--- src/rtl/clock_ui_pkg.sv ---
// clock_ui_pkg: types and constants shared by the clock time-set panel logic.
//   key_state_t : per-key command FSM state (IDLE, HOLD, REPEAT, LOCK, PRESSED)
//   *_50M       : default cycle counts for a 50 MHz clock
package clock_ui_pkg;

  typedef enum logic [2:0] {
    IDLE,
    HOLD,
    REPEAT,
    LOCK,
    PRESSED
  } key_state_t;

  localparam int unsigned DEBOUNCE_CYCLES_50M = 20000;     // 0.4 ms
  localparam int unsigned HOLD_CYCLES_50M     = 25000000;  // 0.5 s
  localparam int unsigned REPEAT_CYCLES_50M   = 5000000;   // 0.1 s

endpackage

--- src/rtl/key_debounce.sv ---
// key_debounce: 2-flop synchroniser plus debounce filter for one push-button.
//   clk_i       : clock
//   rst_ni      : asynchronous active-low reset
//   raw_i       : raw, asynchronous, bouncy key input (active-high)
//   level_o     : registered debounced key state
//   level_nxt_o : value level_o takes at the next edge, so downstream logic
//                 can register a pulse in the same cycle the level changes
module key_debounce
  import clock_ui_pkg::*;
#(
  parameter int unsigned DEBOUNCE_CYCLES = DEBOUNCE_CYCLES_50M
) (
  input  logic clk_i,
  input  logic rst_ni,
  input  logic raw_i,
  output logic level_o,
  output logic level_nxt_o
);

  localparam int unsigned CW = $clog2(DEBOUNCE_CYCLES + 1);

  logic          sync1_q, sync2_q;
  logic          level_q, level_d;
  logic [CW-1:0] cnt_q, cnt_d;

  // Counter holds the number of disagreeing cycles already seen; the cycle
  // that would make it DEBOUNCE_CYCLES flips the level instead, so it never
  // exceeds DEBOUNCE_CYCLES-1.
  always_comb begin
    level_d = level_q;
    cnt_d   = '0;
    if (sync2_q != level_q) begin
      if (cnt_q == CW'(DEBOUNCE_CYCLES - 1)) begin
        level_d = ~level_q;
      end else begin
        cnt_d = cnt_q + 1'b1;
      end
    end
  end

  always_ff @(posedge clk_i or negedge rst_ni) begin
    if (!rst_ni) begin
      sync1_q <= 1'b0;
      sync2_q <= 1'b0;
      level_q <= 1'b0;
      cnt_q   <= '0;
    end else begin
      sync1_q <= raw_i;
      sync2_q <= sync1_q;
      level_q <= level_d;
      cnt_q   <= cnt_d;
    end
  end

  assign level_o     = level_q;
  assign level_nxt_o = level_d;

endmodule

--- src/rtl/key_conditioner.sv ---
// key_conditioner: turns the raw increment/decrement buttons into clean,
// interlocked single-cycle command pulses for the mod-M digit counters.
//   clk         : sole clock
//   rst         : asynchronous active-low reset
//   key_inc_raw : raw increment button
//   key_dec_raw : raw decrement button
//   inc_pulse   : one-cycle increment command
//   dec_pulse   : one-cycle decrement command
//   inc_level   : debounced increment key state
//   dec_level   : debounced decrement key state
// Build option KEY_AUTOREPEAT_EN: when defined, a held key auto-repeats
// (IDLE/HOLD/REPEAT/LOCK); otherwise one pulse per press (IDLE/PRESSED/LOCK).
module key_conditioner
  import clock_ui_pkg::*;
#(
  parameter int unsigned DEBOUNCE_CYCLES = DEBOUNCE_CYCLES_50M,
  parameter int unsigned HOLD_CYCLES     = HOLD_CYCLES_50M,
  parameter int unsigned REPEAT_CYCLES   = REPEAT_CYCLES_50M
) (
  input  logic clk,
  input  logic rst,
  input  logic key_inc_raw,
  input  logic key_dec_raw,
  output logic inc_pulse,
  output logic dec_pulse,
  output logic inc_level,
  output logic dec_level
);

  // Index 0 = increment key, index 1 = decrement key.
  logic [1:0] lvl;
  logic [1:0] lvl_nxt;
  logic [1:0] pulse_q;
  logic       both_held;

  key_debounce #(.DEBOUNCE_CYCLES(DEBOUNCE_CYCLES)) u_db_inc (
    .clk_i       (clk),
    .rst_ni      (rst),
    .raw_i       (key_inc_raw),
    .level_o     (lvl[0]),
    .level_nxt_o (lvl_nxt[0])
  );

  key_debounce #(.DEBOUNCE_CYCLES(DEBOUNCE_CYCLES)) u_db_dec (
    .clk_i       (clk),
    .rst_ni      (rst),
    .raw_i       (key_dec_raw),
    .level_o     (lvl[1]),
    .level_nxt_o (lvl_nxt[1])
  );

  // FSMs act on the next-cycle levels so pulses and levels move on the same
  // edge; this also catches simultaneous rises before either key can pulse.
  assign both_held = &lvl_nxt;

`ifdef KEY_AUTOREPEAT_EN
  localparam int unsigned TMAX = (HOLD_CYCLES > REPEAT_CYCLES) ? HOLD_CYCLES : REPEAT_CYCLES;
  localparam int unsigned TW   = $clog2(TMAX);
`else
  // Timing parameters have no logic in this build; kept for a uniform interface.
  if (HOLD_CYCLES < 2 || REPEAT_CYCLES < 2) begin : g_unused_timing
  end
`endif

  for (genvar k = 0; k < 2; k++) begin : g_fsm
    key_state_t state_q;
`ifdef KEY_AUTOREPEAT_EN
    logic [TW-1:0] timer_q;
`endif

    always_ff @(posedge clk or negedge rst) begin
      if (!rst) begin
        state_q    <= IDLE;
        pulse_q[k] <= 1'b0;
`ifdef KEY_AUTOREPEAT_EN
        timer_q    <= '0;
`endif
      end else begin
        pulse_q[k] <= 1'b0;
        if (both_held) begin
          state_q <= LOCK;
        end else begin
          case (state_q)
            IDLE: begin
              if (lvl_nxt[k] && !lvl[k]) begin
                pulse_q[k] <= 1'b1;
`ifdef KEY_AUTOREPEAT_EN
                state_q    <= HOLD;
                timer_q    <= '0;
`else
                state_q    <= PRESSED;
`endif
              end
            end
`ifdef KEY_AUTOREPEAT_EN
            HOLD: begin
              if (!lvl_nxt[k]) begin
                state_q <= IDLE;
              end else if (timer_q == TW'(HOLD_CYCLES - 1)) begin
                pulse_q[k] <= 1'b1;
                timer_q    <= '0;
                state_q    <= REPEAT;
              end else begin
                timer_q <= timer_q + 1'b1;
              end
            end
            REPEAT: begin
              if (!lvl_nxt[k]) begin
                state_q <= IDLE;
              end else if (timer_q == TW'(REPEAT_CYCLES - 1)) begin
                pulse_q[k] <= 1'b1;
                timer_q    <= '0;
              end else begin
                timer_q <= timer_q + 1'b1;
              end
            end
`else
            PRESSED: begin
              if (!lvl_nxt[k]) state_q <= IDLE;
            end
`endif
            LOCK: begin
              if (!lvl_nxt[k]) state_q <= IDLE;
            end
            default: state_q <= IDLE;
          endcase
        end
      end
    end
  end

  assign inc_pulse = pulse_q[0];
  assign dec_pulse = pulse_q[1];
  assign inc_level = lvl[0];
  assign dec_level = lvl[1];

endmodule

--- config.mk ---
export PLATFORM = sky130hd
export DESIGN_NAME = key_conditioner
export DESIGN_NICKNAME = d
export VERILOG_FILES = /design/src/rtl/clock_ui_pkg.sv /design/src/rtl/key_debounce.sv /design/src/rtl/key_conditioner.sv
export SDC_FILE = /design/constraint.sdc
export NUM_CORES = 1
export LEC_CHECK = 0
export BUFFER_PORTS_ARGS = -buffer_cell sky130_fd_sc_hd__buf_2
export CAP_MARGIN = 20
export CELL_PAD_IN_SITES_DETAIL_PLACEMENT = 0
export CELL_PAD_IN_SITES_GLOBAL_PLACEMENT = 1
export CORE_MARGIN = 2
export CORE_UTILIZATION = 25
export DETAILED_ROUTE_END_ITERATION = 16
export GPL_TIMING_DRIVEN = 1
export PLACE_DENSITY = 0.57
export SLEW_MARGIN = 30
export SYNTH_ARGS = -nofsm -noshare
export SYNTH_HDL_FRONTEND = slang
export SYNTH_SLANG_ARGS = --single-unit
--- constraint.sdc ---
create_clock -name clk -period 1.6 [get_ports clk]
set_input_delay 0.32 -clock clk [delete_from_list [all_inputs] [get_ports clk]]
set_output_delay 0.32 -clock clk [all_outputs]
set_load 0.1 [all_outputs]
# Yosys cells after proc, flatten, opt, wreduce, memory -nomap -nowiden
# Cells that the tools add are included.
# W data, S select, Z words.
[word_totals]
output_inout_bits = 4
ff_bits = 44
[op_classes]
n_mux = 22
n_reduce_logical = 11
eq_ne = 12
bitwise_logic = 2
add_sub_neg = 2
[ops]
columns = ["operator", "count"]
rows = [
  ["$mux W15", 4],
  ["$add A15 B1 Y15 const B", 2],
  ["$eq A15 B15 Y1 const B", 2],
  ["$mux W3", 6],
  ["$ne A3 B3 Y1 const B", 4],
  ["$pmux W3 S2", 2],
  ["$mux W1", 10],
  ["$eq A3 B2 Y1 const B", 2],
  ["$eq A3 B3 Y1 const B", 2],
  ["$logic_not A3 Y1", 2],
  ["$reduce_and A2 Y1", 3],
  ["$reduce_or A2 Y1", 2],
  ["$logic_and A1 B1 Y1", 2],
  ["$logic_not A1 Y1", 2],
  ["$ne A1 B1 Y1", 2],
  ["$not A1 Y1", 2],
]

# Logic depth before layout (Yosys ltp)
[logic_depth]
ltp_word = 7
mapped_depth = 6
depth_no_buf = 6

# By module
# A second synthesis with hierarchy kept.
[unflattened]
cells_unflattened = 192
hier_area_um2 = 1996.9
[modules_own_cells]
columns = ["mod", "area_each_um2", "seq_area_each_um2", "instances", "cells_each"]
rows = [
  ["key_debounce", 837.1, 450.4, 2, 81],
  ["key_conditioner", 322.8, 150.1, 1, 30],
]

# Least setup slack after synthesis
# No wires, ideal clock.
[synth_timing]
path_type = "flip-flop to flip-flop"
startpoint = "reg u_db_inc.level_q (netlist: u_db_inc.level_o)"
endpoint = "reg u_db_inc.cnt_q[10]"
path_slack_ns = -0.148
stages_incl_launch_ff = 5
synth_period_minus_slack_ns = 1.748
t_arrival_ns = 1.616
required_time_ns = 1.468
path_cell_list = "dfrtp_1 -> xor2_1 -> nand2_1 -> buf_1 -> nor2_1"
[synth_between]
elab_chain_len = 2
[synth_lines]
columns = ["element", "line", "rtl"]
rows = [
  ["start, declared", "key_debounce.sv:23", "logic level_q, level_d;"],
  ["start signal, assigned", "key_debounce.sv:50", "level_q <= level_d;"],
  ["$ne A1 B1 Y1", "key_debounce.sv:32", "if (sync2_q != level_q) begin"],
  ["$mux W15", "key_debounce.sv:32", ""],
  ["named net u_db_inc.cnt_d[10]", "key_debounce.sv:24", "logic [CW-1:0] cnt_q, cnt_d;"],
  ["end signal, assigned", "key_debounce.sv:51", "cnt_q <= cnt_d;"],
  ["end, declared", "key_debounce.sv:24", ""],
]
# The timed path passes the listed nets, and every way through them passes these cells.
# A chain may end at the register's enable or synchronous reset.

# Worst setup path in the final report
[layout_timing]
startpoint = "reg u_db_dec.cnt_q[1]"
endpoint = "reg g_fsm[1].state_q[2]"
[layout_between]
elab_chain_len = 6
word_cells_on_any_way = 9
classes_between = "eq/ne: 3; mux: 3; reduce/logical: 3"
[layout_lines]
columns = ["element", "line", "rtl"]
rows = [
  ["start, declared", "key_debounce.sv:24", ""],
  ["start signal, assigned", "key_debounce.sv:51", ""],
  ["$eq A15 B15 Y1 (*)", "key_debounce.sv:33", "if (cnt_q == CW'(DEBOUNCE_CYCLES - 1)) begin"],
  ["$mux W1 (*)", "key_debounce.sv:33", ""],
  ["$mux W1 (*)", "key_debounce.sv:32", ""],
  ["named net u_db_dec.level_nxt_o", "key_debounce.sv:17", "output logic level_nxt_o"],
  ["$reduce_and A2 Y1 or $logic_and A1 B1 Y1 (tied branches)", "key_conditioner.sv:54, key_conditioner.sv:85", ""],
  ["$ne A3 B3 Y1 (no source line)", "--", ""],
  ["$reduce_and A2 Y1 (no source line)", "--", ""],
  ["end signal, assigned", "key_conditioner.sv:73", "state_q <= IDLE;"],
  ["end signal, assigned", "key_conditioner.sv:81", "state_q <= LOCK;"],
  ["end signal, assigned", "key_conditioner.sv:91", "state_q <= PRESSED;"],
  ["end, declared", "key_conditioner.sv:66", "key_state_t state_q;"],
]
# Mark *: on every way through the listed nets, which the timed path passes. The rest lies on a longest branch.

==> out/results.md <==
• finished, violations left — run status
• negative setup slack — violations in the final reports
• 486 ps — worst slew pin tran
• 1700 ps — final critical-path required period
• 2 — Max Root-Sink Buffers
• 1 — count of buffer and inverter cells on the critical path
• 181 — gate count of the mapped netlist
• 32 — Placement Rows
• sky130_fd_sc_hd__dfrtp_1 — slowest library cell on the worst path
• 1383 — via count
• 590 MHz — Achievable Freq
• 2420 um — placed wire-length estimate
• 3550 um — total routed wirelength
• 4.13 — mean number of vias per cell
• flop to flop — startpoint-to-endpoint class of the critical path
• 37 — initial drt markers
• 1.06 — Final period util
• 0 — final count of hold timing violations
• sky130_fd_sc_hd__dfrtp_1 54%, sky130_fd_sc_hd__xor2_1 7.7%, sky130_fd_sc_hd__nor2_1 5.6% — cell types with the largest area share after synthesis
• 300 ps — worst skew pair latency
• 0 — number of synthesis warnings
• 1.22 nW — leakage
• 1425 — vias in the first global route
• ha_2, nor4b_4, nand4_1, buf_6, mux2_4, a221oi_2 — Critical Path, Cell by Cell
• -522 ps — Final TNS setup
• 6480 um — global-route wire length before repair
• sky130_fd_sc_hd__dfrtp_1 — leading cell type in the layout, fill and taps excluded
• 360 ps — Slowest Stage Delay on Critical Path
• 0.326 — share of post-route cells with drive strength above 1
• 1800 ps — required time of the critical path
• 5 — number of CTS-inserted buffers
• 7610 um^2 — Core Footprint
• input pin to flop — hold crit path type
• 4.97 ps — clock tree skew after final layout
• 6 — endpoints failing setup
• 92.0 um — horizontal extent of the die
• 240 — Post-layout nets
• 80 ps — clk slew on worst S/H paths
• 2 — level count of the clock H-tree
• sky130_fd_sc_hd__dfrtp_1 — cell type contributing the most total cell area after synthesis
• 0.000436 V — peak supply drop
• 737 nW/um^2 — Power Density
• 42 — total clock sinks
• sky130_fd_sc_hd__clkbuf_8 — clock root buffer master
• 0 — number of pins with negative max-slew slack in the final report
• 0.706 — Final Wtd Congestion
• 92.0 um — vertical die dimension
• 0 — number of antenna violations at the first check in global routing
• 0.543 — fraction of synthesized cell area taken by the top area cell type
• 1900 ps — CP Data Arrival Time
• 10.6 um — WL/cell
• flop — element type at the critical path end
• 0.678 — max_slew headroom
• 8470 um^2 — DIE AREA
• 1940 um^2 — cell area after synthesis
• 0 — number of nets with antenna violations after detailed routing
• 5 — worst-path fanout max
• 0.255 — initial standard-cell utilization of the core
• 10.7 um^2 — mean instance size in the synthesized netlist
• flip-flops — family of cells with the greatest summed delay on the critical path
• 42 — flip-flop and latch count after synthesis
• true — unrepaired setup endpoints after global routing
• 7 — Port Buffer Count
• 3 — DR pass1 iterations
• 0 — max-capacitance violation count
• 0.543 — share of the yosys chip area belonging to registers
• 40 x sky130_fd_sc_hd__dfrtp_1, 32 x sky130_fd_sc_hd__buf_4, 29 x sky130_fd_sc_hd__nor2_1 — highest-count cells in the layout ignoring fill and taps
• 8 — top-level port count
• 34.0% — post-synthesis to final-layout area growth
• 0 — global route overflow
• 43 — pin count of the biggest net entering global routing
• -95.3 ps — post-layout worst setup margin
• 0.0961 — total track usage
• 2380 um^2 — total placed instance area
• 0 — residual DRC count
• 189 — Synthesized Nets
• 35 — number of distinct library cell variants in the gate-level netlist after synthesis
• 0 — diodes inserted
• 2590 um^2 — final non-filler cell area
• yes — CTS tree
• flop — kind of start point of the critical path
-- worst register-to-register path, cell delays in order, from the launching register on --
cell,delay (ps)
sky130_fd_sc_hd__dfrtp_1,360
sky130_fd_sc_hd__ha_2,190
sky130_fd_sc_hd__nor4b_4,180
sky130_fd_sc_hd__nand4_1,140
sky130_fd_sc_hd__buf_6,160
sky130_fd_sc_hd__mux2_4,330
sky130_fd_sc_hd__a221oi_2,250
-- through the flow --
stage | utilization | setup WS, ps | hold slack [ps] | power [mW] | cells
2_1_floorplan | - | -50.4 | 24.4 | 1.15 | 181
3_3_place_gp | 0.313 | -196 | 320 | 1.22 | 322
3_5_place_dp | 0.313 | -201 | 317 | 1.22 | 322
4_1_cts | 0.331 | -91.6 | 115 | 1.95 | 332
5_1_grt | 0.341 | -218 | 98.5 | 2.03 | 335
6_report | 0.341 | -95.3 | 127 | 1.91 | 335
-- area by class of cell --
| type | instances | area, um^2 |
|---|---|---|
| clock buffer | 7 | 86.3 |
| clock inverter | 1 | 5.00 |
| fill | 778 | 5010 |
| inverter | 8 | 30.0 |
| multi-input combinational | 129 | 922 |
| sequential | 42 | 1050 |
| tap | 102 | 128 |
| timing repair buffer | 46 | 370 |
-- where the power goes --
part / internal (mW) / switching [mW]
Combinational: 0.0531 / 0.0576
Clock: 0.348 / 0.364
Sequential: 1.08 / 0.0110
-- sequential cells by signal (all words and copies together) (netlist names) --
name              count
u_db_inc.sync1_q      1
u_db_inc.level_o      1
inc_pulse             1
u_db_inc.cnt_q       15
g_fsm.state_q         4
u_db_dec.level_o      1
dec_pulse             1
u_db_dec.cnt_q       15
u_db_inc.sync2_q      1
u_db_dec.sync2_q      1
u_db_dec.sync1_q      1
-- cells by family (layout without fill, tap and decap cells) --
group | Yosys count | in the layout | share of synthesized area
flip-flops | 42 | 42 | 0.543
XOR/XNOR | 26 | 26 | 0.118
AO/OA/AOI/OAI | 9 | 9 | 0.0342
AND/OR/NAND/NOR | 88 | 88 | 0.247
adder cells (fa/ha/maj) | 4 | 4 | 0.0258
multiplexers | 2 | 2 | 0.0129
buffers and inverters | 10 | 62 | 0.0200
-- routing by layer --
metal,share of wire,track usage
met5,0,0
met4,0.013,0.0373
met3,0.027,0.0271
met2,0.46,0.146
met1,0.50,0.130
-- synth_stat cells, drive strengths merged --
cell type  count
or3            2
and3          11
a221oi         1
and4           1
mux2i          1
o221a          1
nor3b          2
dfrtp         42
nor2          30
mux2           1
nand4          6
ha             4
and2           2
xnor2          9
a21oi          3
o211ai         2
nor4b          2
or3b           1
nor3           3
xor2          17
nor4           1
buf            2
inv            8
nand2         11
o21ai          2
nand2b         2
nand3         13
nor2b          1
-- path summary, 6_finish.rpt --
check / start / endpoint / slack [ps] / depth (start not counted)
worst max-delay path: u_db_dec.cnt_q[1] / g_fsm[1].state_q[2] / -100 / 6
worst min-delay path: key_dec_raw / u_db_dec.sync1_q / 130 / 1
worst max register to register: u_db_dec.cnt_q[1] / g_fsm[1].state_q[2] / -100 / 6
worst min register to register: u_db_dec.sync1_q / u_db_dec.sync2_q / 360 / 0
max in group asynchronous: rst / u_db_inc.level_o / 850 / 3
min in group asynchronous: rst / u_db_inc.cnt_q[14] / 520 / 3
-- what timing repair did --
action / in CTS / in global routing
gates resized for setup: 5 / 12
endpoints found under the setup margin: 6 / 27
cloned: 0 / 0
hold endpoints to repair: 42 / 0
hold buffers: 1 / 0
buffers inserted: 1 / 3
pin swaps: 1 / 4
No activity file was read; power rests on OpenSTA's default activity.
